--- config.mk ---
export PLATFORM = sky130hd
export DESIGN_NAME = uart_rx_ctrl
export DESIGN_NICKNAME = d
export VERILOG_FILES = /design/src/rtl/uart_rx_ctrl.sv
export SDC_FILE = /design/constraint.sdc
export NUM_CORES = 1
export LEC_CHECK = 0
export ABC_AREA = 1
export BUFFER_PORTS_ARGS = -buffer_cell sky130_fd_sc_hd__buf_2
export CAP_MARGIN = 20
export CORE_MARGIN = 2
export CORE_UTILIZATION = 30
export DETAILED_ROUTE_END_ITERATION = 6
export PLACE_DENSITY_LB_ADDON = 0.12
export SLEW_MARGIN = 10
export SYNTH_ARGS = -nofsm -noshare
export SYNTH_HDL_FRONTEND = slang
export SYNTH_SLANG_ARGS = --single-unit
--- constraint.sdc ---
create_clock -name clock -period 1.6 [get_ports clock]
set_input_delay 0 -clock clock [delete_from_list [all_inputs] [get_ports clock]]
set_output_delay 0 -clock clock [all_outputs]
set_load 0.02 [all_outputs]
--- src/rtl/uart_rx_ctrl.sv ---
// uart_rx_ctrl: UART receive sequencer.
// Validates the start bit at mid-bit and samples each following bit once per
// bit period, LSB first. It then checks parity and the stop bit, and hands each
// completed frame to a one-entry valid/ready holding register with error flags.
module uart_rx_ctrl #(
  parameter int OVERSAMPLE = 16,
  parameter int DATA_BITS  = 8,
  parameter bit PARITY_EN  = 1'b1,
  parameter bit PARITY_ODD = 1'b0
) (
  input  logic                 clock,
  input  logic                 reset,
  input  logic                 baud_tick,
  input  logic                 rx_in,
  output logic [DATA_BITS-1:0] rx_data,
  output logic                 rx_valid,
  input  logic                 rx_ready,
  output logic                 parity_error,
  output logic                 framing_error,
  output logic                 overrun_error,
  output logic                 busy
);

  localparam int             SW       = $clog2(OVERSAMPLE);
  localparam logic [SW-1:0]  S_MID    = SW'(OVERSAMPLE / 2 - 1);
  localparam logic [SW-1:0]  S_LAST   = SW'(OVERSAMPLE - 1);
  localparam logic [2:0]     LAST_BIT = 3'(DATA_BITS - 1);

  typedef enum logic [2:0] {
    S_IDLE,
    S_START,
    S_DATA,
    S_PARITY,
    S_STOP,
    S_RECOVER
  } state_t;

  state_t               r_state;
  state_t               w_next;
  logic [SW-1:0]        r_s_cnt;
  logic [2:0]           r_b_cnt;
  logic [DATA_BITS-1:0] r_shift;
  logic                 r_perr;

  logic [DATA_BITS-1:0] r_rx_data;
  logic                 r_rx_valid;
  logic                 r_parity_error;
  logic                 r_framing_error;
  logic                 r_overrun_error;

  logic                 w_busy;
  logic                 w_mid;       // start-bit midpoint tick
  logic                 w_sample;    // mid-bit sample tick in DATA/PARITY/STOP
  logic                 w_data_smp;
  logic                 w_par_smp;
  logic                 w_stop_smp;
  logic                 w_load;
  logic                 w_drop;

  // State register.
  always_ff @(posedge clock) begin
    if (reset) r_state <= S_IDLE;
    else       r_state <= w_next;
  end

  // Next-state logic; every transition is gated by baud_tick.
  always_comb begin
    w_next = r_state;
    if (baud_tick) begin
      unique case (r_state)
        S_IDLE:    if (!rx_in) w_next = S_START;
        S_START:   if (r_s_cnt == S_MID) w_next = rx_in ? S_IDLE : S_DATA;
        S_DATA:    if (r_s_cnt == S_LAST && r_b_cnt == LAST_BIT)
                     w_next = PARITY_EN ? S_PARITY : S_STOP;
        S_PARITY:  if (r_s_cnt == S_LAST) w_next = S_STOP;
        S_STOP:    if (r_s_cnt == S_LAST) w_next = rx_in ? S_IDLE : S_RECOVER;
        S_RECOVER: if (rx_in) w_next = S_IDLE;
        default:   w_next = S_IDLE;
      endcase
    end
  end

  // Decoded strobes for the datapath and the busy output.
  always_comb begin
    w_busy     = (r_state != S_IDLE);
    w_mid      = baud_tick && (r_state == S_START) && (r_s_cnt == S_MID);
    w_sample   = baud_tick && (r_s_cnt == S_LAST) &&
                 ((r_state == S_DATA) || (r_state == S_PARITY) || (r_state == S_STOP));
    w_data_smp = w_sample && (r_state == S_DATA);
    w_par_smp  = w_sample && (r_state == S_PARITY);
    w_stop_smp = w_sample && (r_state == S_STOP);
    w_load     = w_stop_smp && (!r_rx_valid || rx_ready);
    w_drop     = w_stop_smp && r_rx_valid && !rx_ready;
  end

  // Sample and bit counters; they restart at every sample point and idle at zero.
  always_ff @(posedge clock) begin
    if (reset) begin
      r_s_cnt <= '0;
      r_b_cnt <= '0;
    end else if (baud_tick) begin
      if (!w_busy || r_state == S_RECOVER || w_mid || w_sample) r_s_cnt <= '0;
      else                                                      r_s_cnt <= r_s_cnt + 1'b1;
      if (w_mid)           r_b_cnt <= '0;
      else if (w_data_smp) r_b_cnt <= r_b_cnt + 1'b1;
    end
  end

  // Shift data in LSB first (after DATA_BITS right shifts bit 0 sits at the LSB)
  // and evaluate parity against the data collected so far.
  always_ff @(posedge clock) begin
    if (reset) begin
      r_shift <= '0;
      r_perr  <= 1'b0;
    end else begin
      if (w_mid)      r_perr  <= 1'b0;
      if (w_data_smp) r_shift <= {rx_in, r_shift[DATA_BITS-1:1]};
      if (w_par_smp)  r_perr  <= (((^r_shift) ^ rx_in) != PARITY_ODD);
    end
  end

  // Holding register: load on the stop sample unless full and not being drained.
  always_ff @(posedge clock) begin
    if (reset) begin
      r_rx_data       <= '0;
      r_rx_valid      <= 1'b0;
      r_parity_error  <= 1'b0;
      r_framing_error <= 1'b0;
      r_overrun_error <= 1'b0;
    end else begin
      r_overrun_error <= w_drop;
      if (w_load) begin
        r_rx_data       <= r_shift;
        r_parity_error  <= r_perr;
        r_framing_error <= !rx_in;
        r_rx_valid      <= 1'b1;
      end else if (r_rx_valid && rx_ready) begin
        r_rx_valid      <= 1'b0;
      end
    end
  end

  assign rx_data       = r_rx_data;
  assign rx_valid      = r_rx_valid;
  assign parity_error  = r_parity_error;
  assign framing_error = r_framing_error;
  assign overrun_error = r_overrun_error;
  assign busy          = w_busy;

endmodule
Word-level counts from Yosys, hierarchy flattened
Index checks and enable logic that the tools add are counted.
{ "word_totals": {"reg_bits": 31, "output_inout_bits": 13, "romBits": 0, "inputBits": 5, "wordCells": 73, "latchBits": 0, "ram_bits": 0, "mem_count": 0} }
{ "classes": {"mux": 16, "n_eq_ne": 14, "reduce_logical": 30, "bitwise": 1, "n_mul": 0, "order_cmp": 0, "n_shift": 0, "addsub": 2, "div": 0} }
{ "op_table": {"columns": ["op", "n"], "rows": [
  ["$mux 3", 9],
  ["$pmux 3 s6", 1],
  ["$logic_and 1x1->1", 12],
  ["$ne 2x2->1 const B", 5],
  ["$eq 3x3->1 const B", 3],
  ["$reduce_xor 8->1", 1],
  ["$reduce_and 7->1", 1],
  ["$eq 3x2->1 const B", 2],
  ["$logic_or 1x1->1", 6],
  ["$reduce_bool 2->1", 3],
  ["$add 4x1->4 const B", 1],
  ["$eq 4x3->1 const B", 1],
  ["$eq 4x4->1 const B", 1],
  ["$logic_not 1->1", 4],
  ["$mux 1", 4],
  ["$mux 4", 1],
  ["$add 3x1->3 const B", 1],
  ["$eq 3x1->1 const B", 1],
  ["$logic_not 3->1", 1],
  ["$reduce_bool 3->1", 1],
  ["$mux 2", 1],
  ["$ne 2x1->1 const B", 1],
  ["$reduce_and 2->1", 1],
  ["$xor 1x1->1", 1]
]} }

Longest topological paths before layout
Gate-level depths: netlist of run 1.
{ "depth": {"depth_word": 7, "mapped_depth": 11, "mapped_depth_nobuf": 11} }

Worst setup path after synthesis of run 1
No wires, ideal clock.
{ "synth_timing": {"path_type": "reg-to-reg", "start": "reg r_s_cnt[0]", "end": "reg r_shift[3]", "arrival_ns": 1.269, "path_stages_with_launch": 9, "path_buffers": 0, "setup_ns": 0.120, "period_less_slack_ns": 1.389, "setup_slack_ns": 0.211, "required_time_ns": 1.480, "cell_sequence": "dfxtp_1 > ha_1 > nand3_2 > nor2_4 > inv_2 > nor2_4 > inv_1 > o21ai_0 > a21oi_1"} }
{ "synth_between": {"elab_chain_cells": 4} }
{ "synth_lines": {"columns": ["item", "line", "rtl"], "rows": [
  ["start, declared", "40", "logic [SW-1:0] r_s_cnt;"],
  ["start signal, assigned", "103", "else r_s_cnt <= r_s_cnt + 1'b1;"],
  ["$eq 4x4->1", "87", "w_sample = baud_tick && (r_s_cnt == S_LAST) &&"],
  ["$logic_and 1x1->1 (2 in series)", "87", null],
  ["$logic_and 1x1->1", "89", "w_data_smp = w_sample && (r_state == S_DATA);"],
  ["end signal, assigned", "117", "if (w_data_smp) r_shift <= {rx_in, r_shift[DATA_BITS-1:1]};"],
  ["end, declared", "42", "logic [DATA_BITS-1:0] r_shift;"]
]} }
Every way passes these cells.
A chain may end at the register's enable or synchronous reset.

Worst setup path in the final report of run 1
{ "layout_timing": {"start": "reg r_s_cnt[0]", "end": "reg r_rx_data[4] (netlist: rx_data[4])"} }
{ "layout_between": {"elab_chain_cells": 5} }
{ "layout_lines": {"columns": ["item", "line", "rtl"], "rows": [
  ["$eq 4x4->1", "87", null],
  ["$logic_and 1x1->1 (2 in series)", "87", null],
  ["$logic_and 1x1->1", "91", "w_stop_smp = w_sample && (r_state == S_STOP);"],
  ["$logic_and 1x1->1", "92", "w_load = w_stop_smp && (!r_rx_valid || rx_ready);"],
  ["end signal, assigned", "133", "r_rx_data <= r_shift;"],
  ["end, declared", "45", "logic [DATA_BITS-1:0] r_rx_data;"]
]} }
Every way passes these cells.

==> results.sh, run 1 <==
export IMPL_syn_area_sq_mm=0.00151
export IMPL_worst_clock_skew_ns=0.00438
export IMPL_firstDrtPassIters=4
export IMPL_holdBufCountCts=0
export IMPL_yosys_warnings=0
export IMPL_cts_sinks=31
export IMPL_gp_congestion=0.788
export IMPL_clkSlewWorstSetupHoldPaths_ns=0.06
export IMPL_cts_buffer_depth=2
export IMPL_critPathMaxFanout=5
export IMPL_start_kind="flip-flop"
export IMPL_syn_inst=210
export IMPL_cts_root_buf="clkbuf_8"
export IMPL_worstHoldPathType="in -> reg"
export IMPL_power_density_mw_per_mm2=1090
export IMPL_synth_main_ff_cell="dfxtp_1"
export IMPL_grt_pass1_wl_mm=5.41
export IMPL_min_period_ns=1.46
export IMPL_ys_ff_latch=31
export IMPL_die_h_microns=74.9
export IMPL_postSynth_asyncResetShare_pct=0
export IMPL_drtIter0Drc=61
export IMPL_wirelength_mm=3.24
export IMPL_setup_violations_final=0
export IMPL_slowest_stage="dfxtp_2"
export IMPL_slew_violations=0
export IMPL_multi_input_area_sq_um=762
export IMPL_dieArea_sq_mm=0.00560
export IMPL_ir_worst_vdd_v=0.000412
export IMPL_yosysUniqueCellTypes=26
export IMPL_switching_power_uw=663
export IMPL_htree_levels=2
export IMPL_tightest_slew_ns=0.383
export IMPL_die_w_microns=74.9
export IMPL_yosysTopAreaCell="dfxtp_1"
export IMPL_synth_seq_area_share_pct=41.2
export IMPL_whs_ns=0.0450
export IMPL_p_leak_uw=0.000776
export IMPL_numCtsBuffers=5
export IMPL_grtUsageTotal_pct=12.8
export IMPL_path_buf_inv=2
export IMPL_synth_area_leaders="dfxtp_1 41%, nand2_1 12%, a21oi_1 7.0%"
export IMPL_status="completed"
export IMPL_coreArea_sq_mm=0.00479
export IMPL_filler_cell_count=532
export IMPL_required_ns=1.81
export IMPL_diodes=0
export IMPL_slowest_delay_ns=0.37
export IMPL_start_util_pct=31.5
export IMPL_critical_path_top_delay_family="simple AND/OR/NAND/NOR gates"
export IMPL_vias_per_cell=4.43
export IMPL_pre_cts_slack_ns=0.0620
export IMPL_num_vias=1338
export IMPL_critPathMostFrequentCell="nor2_4"
export IMPL_grt_pass1_vias=1155
export IMPL_swShare_pct=34.2
export IMPL_yosysTopAreaCellShare_pct=41.2
export IMPL_cp_arrival_ns=1.68
export IMPL_ant_nets=0
export IMPL_route_detailed_drc=0
export IMPL_synthMostInstantiatedCell="nand2_1"
export IMPL_drive_gt1_share_pct=18.7
export IMPL_synth_edf_count=0
export IMPL_fmax_ghz=0.683
export IMPL_rsz0062_at_grt="no"
export IMPL_post_dp_cell_area_sq_mm=0.00167
export IMPL_cts_tree="done"
export IMPL_worstPathCellList="ha_4, nand3_2, nor2_4, inv_2, nor2_4, buf_4, nand3_1, a21oi_1"
export IMPL_io_buffers=17
export IMPL_cp_end_kind="flip-flop"
export IMPL_hold_viol=0
export IMPL_io_pins=18
export IMPL_syn_area_per_cell_sq_um=7.17
export IMPL_maxCapViolations=0
export IMPL_finalInstanceArea_sq_mm=0.00178
export IMPL_path_class="reg -> reg"
export IMPL_clock_latency_ns=0.28
export IMPL_internal_power_uw=1280
export IMPL_grt_max_degree=20
export IMPL_clkPwrFrac_pct=30.3
export IMPL_synth_common_cells="49 x nand2_1, 31 x dfxtp_1, 22 x inv_1"
export IMPL_dpl_hpwl_mm=2.39
export IMPL_row_count=25
export IMPL_antenna_found_initial=0
export IMPL_ff_latch_area_sq_um=624
export IMPL_area_growth_pct=18.1
export IMPL_slew_headroom_pct=74.4
export IMPL_setup_slack_ns=0.136
export IMPL_grt_overflow=0
export IMPL_p_seq_share_pct=44.7
export IMPL_wl_per_cell_microns=10.7
export IMPL_nets=242
export IMPL_combPwrFrac_pct=25.0
export IMPL_period_share_pct=91.5
export IMPL_final_setup_tns_ns=0
export IMPL_syn_num_nets=218
[cell type report]
cell class              instances  area share (%)
well taps                      67            4.71
repair buffers                 24            7.74
clock inverters                 1           0.281
multi-input cells             148            42.8
flip-flops and latches         31            35.1
inverters                      24            5.06
clock buffers                   7            4.29
[per-layer routing]
metal / GRT usage, % / wire length [microns] / up-vias / share of wire, %
met1: 18.3 / 1710 / 578 / 53
li1: - / - / 732 / -
met4: 6.35 / 61 / 0 / 1.9
met3: 4.42 / 139 / 6 / 4.3
met2: 16.8 / 1330 / 22 / 41
met5: 0 / 0 / - / 0
[cell usage in the layout (no fill, tap or decap), drive strengths merged]
cell / synthesis / final
a211oi: 2 / 2
a21oi: 22 / 22
buf: 5 / 24
clkbuf: 2 / 7
clkinv: 0 / 1
dfxtp: 31 / 31
ha: 3 / 3
inv: 24 / 24
nand2: 50 / 50
nand3: 21 / 21
nand4: 3 / 3
nor2: 24 / 24
nor3: 3 / 3
o21a: 1 / 1
o21ai: 13 / 13
o22ai: 1 / 1
xnor2: 4 / 4
xor2: 1 / 1
[path summary, 6_finish.rpt]
| check | startpoint | end | slack, ns | cells after the start |
|---|---|---|---|---|
| setup / recovery | r_s_cnt[0]$_SDFFE_PP0P_ | rx_data[4]$_SDFFE_PP0P_ | 0.14 | 8 |
| hold / removal | baud_tick | r_s_cnt[3]$_SDFFE_PP0P_ | 0.05 | 2 |
| setup reg to reg | r_s_cnt[0]$_SDFFE_PP0P_ | rx_data[4]$_SDFFE_PP0P_ | 0.14 | 8 |
| hold reg to reg | rx_data[5]$_SDFFE_PP0P_ | rx_data[5]$_SDFFE_PP0P_ | 0.46 | 2 |
[flip-flops by register name, indices dropped and copies added (netlist names)]
name / count
framing_error: 1
r_shift: 8
r_perr: 1
overrun_error: 1
r_b_cnt: 3
rx_data: 8
parity_error: 1
rx_valid: 1
r_s_cnt: 4
r_state: 3
[per-stage QoR]
step           cells  power, uW  utilization (%)
2_1_floorplan    210       1250                -
3_3_place_gp     293       1360             34.9
3_5_place_dp     293       1350             34.9
4_1_cts          301       1950             36.6
5_1_grt          302       2080             37.2
6_report         302       1940             37.2
[power by group through the flow]
stage / combinational, uW / sequential (uW) / clock [uW]
6_report: 485 / 867 / 587
3_5_place_dp: 478 / 876 / 0
5_1_grt: 559 / 876 / 646
4_1_cts: 483 / 858 / 611
3_3_place_gp: 487 / 876 / 0
2_1_floorplan: 385 / 864 / 0
[kinds of logic after synthesis]
kind of cell	count (synthesis)	synth area share [%]
simple gates	101	30.0
compound gates	39	14.0
buf+inv	31	9.39
flops	31	41.2
xor+xnor	5	2.91
fa+ha+maj	3	2.49
[timing repair]
action / CTS / global route
setup endpoints to repair: 0 / 19
setup buffers: 0 / 1
gates resized for setup: 0 / 6
Note: power is estimated with default switching activity, not from simulation.
==> run 2, diff against run 1 <==
--- a/config.mk
+++ b/config.mk
@@ -9,7 +9,7 @@
 export BUFFER_PORTS_ARGS = -buffer_cell sky130_fd_sc_hd__buf_2
 export CAP_MARGIN = 20
 export CORE_MARGIN = 2
-export CORE_UTILIZATION = 30
+export CORE_UTILIZATION = 50
 export DETAILED_ROUTE_END_ITERATION = 6
 export PLACE_DENSITY_LB_ADDON = 0.12
 export SLEW_MARGIN = 10
==> results.sh, run 2 (synthesis results as in run 1) <==
export IMPL_status="completed"
export IMPL_numCtsBuffers=5
export IMPL_dpl_hpwl_mm=2.34
export IMPL_cp_end_kind="flip-flop"
export IMPL_grt_pass1_vias=1261
export IMPL_drtIter0Drc=76
export IMPL_coreArea_sq_mm=0.00281
export IMPL_p_leak_uw=0.000763
export IMPL_num_vias=1372
export IMPL_critPathMaxFanout=7
export IMPL_final_setup_tns_ns=0
export IMPL_grt_pass1_wl_mm=5.42
export IMPL_cts_sinks=31
export IMPL_path_class="reg -> reg"
export IMPL_power_density_mw_per_mm2=1050
export IMPL_area_growth_pct=13.0
export IMPL_htree_levels=2
export IMPL_worstHoldPathType="in -> reg"
export IMPL_firstDrtPassIters=5
export IMPL_rsz0062_at_grt="no"
export IMPL_pre_cts_slack_ns=0.0611
export IMPL_die_w_microns=58.9
export IMPL_nets=242
export IMPL_grt_max_degree=20
export IMPL_final_cell_mix="49 x nand2_1, 29 x dfxtp_1, 22 x inv_1, 21 x nor2_1, 21 x a21oi_1"
export IMPL_hold_viol=0
export IMPL_route_detailed_drc=0
export IMPL_die_h_microns=58.9
export IMPL_slew_headroom_pct=73.8
export IMPL_cts_buffer_depth=2
export IMPL_start_util_pct=53.7
export IMPL_drive_gt1_share_pct=17.9
export IMPL_required_ns=1.81
export IMPL_filler_cell_count=272
export IMPL_final_common_cell="nand2_1"
export IMPL_diodes=0
export IMPL_io_buffers=17
export IMPL_power_uw=1780
export IMPL_cts_root_buf="clkbuf_4"
export IMPL_tightest_slew_ns=0.392
export IMPL_final_util_pct=60.7
export IMPL_post_dp_cell_area_sq_mm=0.00161
export IMPL_wirelength_mm=3.08
export IMPL_slew_violations=0
export IMPL_row_count=19
export IMPL_vias_per_cell=5.16
export IMPL_period_share_pct=90.5
export IMPL_setup_violations_final=0
export IMPL_ir_worst_vdd_v=0.000613
export IMPL_grtUsageTotal_pct=20.8
export IMPL_cp_arrival_ns=1.66
export IMPL_dieArea_sq_mm=0.00347
export IMPL_maxCapViolations=0
export IMPL_clock_latency_ns=0.33
export IMPL_start_kind="flip-flop"
export IMPL_clkSlewWorstSetupHoldPaths_ns=0.09
export IMPL_cts_tree="done"
export IMPL_worst_clock_skew_ns=0.0146
export IMPL_io_pins=18
export IMPL_setup_slack_ns=0.152
export IMPL_fmax_ghz=0.691
export IMPL_min_period_ns=1.45
export IMPL_gp_congestion=0.924
export IMPL_finalInstanceArea_sq_mm=0.00170
export IMPL_ant_nets=0
export IMPL_grt_overflow=0
export IMPL_antenna_found_initial=0
export IMPL_wl_per_cell_microns=11.6
## run 2: cell type report
class / instances / area [sq um] / share of cell area, %
sequential: 31 / 626 / 36.7
clock buffer: 7 / 45.0 / 2.65
clock inverter: 1 / 5.00 / 0.294
tap: 31 / 38.8 / 2.28
multi-input combinational: 148 / 757 / 44.5
inverter: 24 / 90.1 / 5.29
timing repair buffer: 24 / 141 / 8.30
## run 2: where the power goes
| group | switching (uW) | total, uW | leakage [uW] | internal, uW |
|---|---|---|---|---|
| clock network | 250 | 421 | 0.0000293 | 171 |
| logic | 339 | 495 | 0.000482 | 157 |
| registers | 51.8 | 866 | 0.000251 | 815 |
## run 2: worst paths after layout
check / slack, ns / depth (start not counted) / start / end
hold / removal: 0.05 / 2 / reset / framing_error$_SDFFE_PP0P_
hold reg to reg: 0.46 / 2 / rx_data[7]$_SDFFE_PP0P_ / rx_data[7]$_SDFFE_PP0P_
setup / recovery: 0.15 / 8 / r_s_cnt[0]$_SDFFE_PP0P_ / r_shift[3]$_SDFFE_PP0P_
setup reg to reg: 0.15 / 8 / r_s_cnt[0]$_SDFFE_PP0P_ / r_shift[3]$_SDFFE_PP0P_
## run 2: through the flow
step                      hold WS (ns)  cells
after global routing            0.0556    266
after CTS                       0.0357    264
after global placement           0.318    255
after detailed placement         0.333    255
final                           0.0456    266
after floorplan                  0.196    210
## run 2: repair_timing
item,CTS,global route
resized for setup,0,8
endpoints found under the setup margin,0,22
hold buffers,1,0
setup buffers,0,1
hold endpoints to repair,3,0
## run 2: per-layer routing
layer / wire (microns) / part of all wire [%] / GRT usage, % / up-vias
met5: 0 / 0 / 0 / -
met4: 51 / 1.7 / 9.09 / 0
met3: 106 / 3.4 / 6.59 / 7
met2: 1580 / 51 / 34.9 / 22
met1: 1340 / 43 / 24.3 / 613
li1: - / - / - / 730
## run 2: worst max-delay path, stage by stage, from the launching register on
cell	delay (ns)
dfxtp_4	0.38
ha_4	0.15
nand3_2	0.11
nor2_4	0.12
inv_2	0.07
nor2_4	0.17
inv_1	0.14
o21ai_1	0.14
a21oi_1	0.05
==> run 3, diff against run 2 <==
==> constraint.sdc (replaced) <==
create_clock -name clock -period 1.6 [get_ports clock]
set_input_delay 0 -clock clock [delete_from_list [all_inputs] [get_ports clock]]
set_output_delay 0 -clock clock [all_outputs]
set_load 0.1 [all_outputs]
==> results.sh, run 3 (synthesis results as in run 1) <==
export IMPL_p_seq_share_pct=40.3
export IMPL_vias_per_cell=5.33
export IMPL_clkPwrFrac_pct=30.6
export IMPL_dpl_hpwl_mm=2.29
export IMPL_swShare_pct=37.4
export IMPL_drive_gt1_share_pct=19.3
export IMPL_cts_sinks=31
export IMPL_tightest_slew_ns=0.490
export IMPL_slew_headroom_pct=67.5
export IMPL_nets=240
export IMPL_cts_root_buf="clkbuf_4"
export IMPL_area_growth_pct=15.7
export IMPL_final_setup_tns_ns=0
export IMPL_htree_levels=2
export IMPL_clock_latency_ns=0.34
export IMPL_min_period_ns=1.50
export IMPL_grtUsageTotal_pct=19.7
export IMPL_clkSlewWorstSetupHoldPaths_ns=0.11
export IMPL_worst_clock_skew_ns=0.00948
export IMPL_worstHoldPathType="in -> reg"
export IMPL_gp_congestion=0.841
export IMPL_fmax_ghz=0.669
export IMPL_path_class="reg -> reg"
export IMPL_post_dp_cell_area_sq_mm=0.00161
export IMPL_cp_arrival_ns=1.76
export IMPL_combPwrFrac_pct=29.1
export IMPL_final_cell_mix="48 x nand2_1, 28 x dfxtp_1, 21 x nor2_1, 21 x inv_1, 21 x a21oi_1"
export IMPL_die_h_microns=58.9
export IMPL_start_util_pct=53.7
export IMPL_rsz0062_at_grt="no"
export IMPL_instances_no_fill=264
export IMPL_pre_cts_slack_ns=0.0537
export IMPL_internal_power_uw=1340
export IMPL_cp_end_kind="flip-flop"
export IMPL_cts_tree="done"
export IMPL_io_buffers=17
export IMPL_grt_pass1_wl_mm=5.14
export IMPL_status="completed"
export IMPL_die_w_microns=58.9
export IMPL_io_pins=18
export IMPL_num_vias=1406
export IMPL_switching_power_uw=801
export IMPL_wirelength_mm=3.18
export IMPL_place_inst=253
export IMPL_setup_slack_ns=0.104
export IMPL_slew_violations=0
export IMPL_cts_buffer_depth=2
export IMPL_ant_nets=0
export IMPL_hold_viol=0
export IMPL_final_util_pct=62.1
export IMPL_grt_overflow=0
export IMPL_finalInstanceArea_sq_mm=0.00174
export IMPL_ir_worst_vdd_v=0.000672
export IMPL_start_kind="flip-flop"
export IMPL_dieArea_sq_mm=0.00347
export IMPL_maxCapViolations=0
export IMPL_p_leak_uw=0.000775
export IMPL_grt_pass1_vias=1236
export IMPL_coreArea_sq_mm=0.00281
export IMPL_firstDrtPassIters=4
export IMPL_grt_max_degree=20
export IMPL_route_detailed_drc=0
export IMPL_required_ns=1.87
export IMPL_critPathMaxFanout=9
export IMPL_row_count=19
export IMPL_diodes=0
export IMPL_final_common_cell="nand2_1"
export IMPL_drtIter0Drc=97
export IMPL_antenna_found_initial=0
export IMPL_power_density_mw_per_mm2=1230
export IMPL_numCtsBuffers=5
export IMPL_period_share_pct=93.5
export IMPL_wl_per_cell_microns=12.1
export IMPL_setup_violations_final=0
run 3: power by group through the flow:
stage          sequential, uW  clock, uW  combinational, uW
6_report                  863        656                623
4_1_cts                   856        660                619
3_5_place_dp              875          0                614
3_3_place_gp              873          0                609
2_1_floorplan             864          0                528
5_1_grt                   872        696                683
run 3: final cells by class:
cell class,instances,area (sq um)
Clock inverter,2,35.0
Tap cell,31,38.8
Timing Repair Buffer,22,139
Sequential cell,31,624
Multi-Input combinational cell,148,764
Inverter,24,90.1
Clock buffer,6,51.3
Fill cell,261,1060
run 3: worst paths after layout:
path	start	endpoint	slack, ns	depth (start not counted)
max	r_s_cnt[0]$_SDFFE_PP0P_	rx_data[5]$_SDFFE_PP0P_	0.10	8
min	rx_in	r_shift[7]$_SDFFE_PP0P_	0.04	3
max reg2reg	r_s_cnt[0]$_SDFFE_PP0P_	rx_data[5]$_SDFFE_PP0P_	0.10	8
min reg2reg	rx_data[6]$_SDFFE_PP0P_	rx_data[6]$_SDFFE_PP0P_	0.46	2
run 3: through the flow:
stage	total power, uW	hold WS (ns)
after global placement	1480	0.319
after global routing	2250	0.0551
final	2140	0.0402
after CTS	2140	0.0477
after floorplan	1390	0.196
after detailed placement	1490	0.328
run 3: what timing repair did:
| item | 4_1_cts | 5_1_grt |
|---|---|---|
| hold buffers | 1 | 0 |
| resized for setup | 0 | 8 |
| setup endpoints to repair | 0 | 21 |
| endpoints found under the hold margin | 3 | 0 |
| setup buffers | 0 | 1 |
run 3: critical path, stage by stage, from the launching register on:
cell and delay, ns:
dfxtp_2 0.39, ha_4 0.16, nand3_2 0.11, nor2_4 0.12, inv_2 0.07, nor2_4 0.17, buf_12 0.14, nand3_1 0.08
a21oi_1 0.17
run 3: layer usage:
layer	track usage, %	vias to the layer above	share of wire [%]	wire (microns)
met5	0	-	0	0
met4	8.44	0	1.9	59
met3	5.93	7	4.6	145
met2	34.6	30	51	1630
met1	21.8	642	42	1350
li1	-	727	-	-
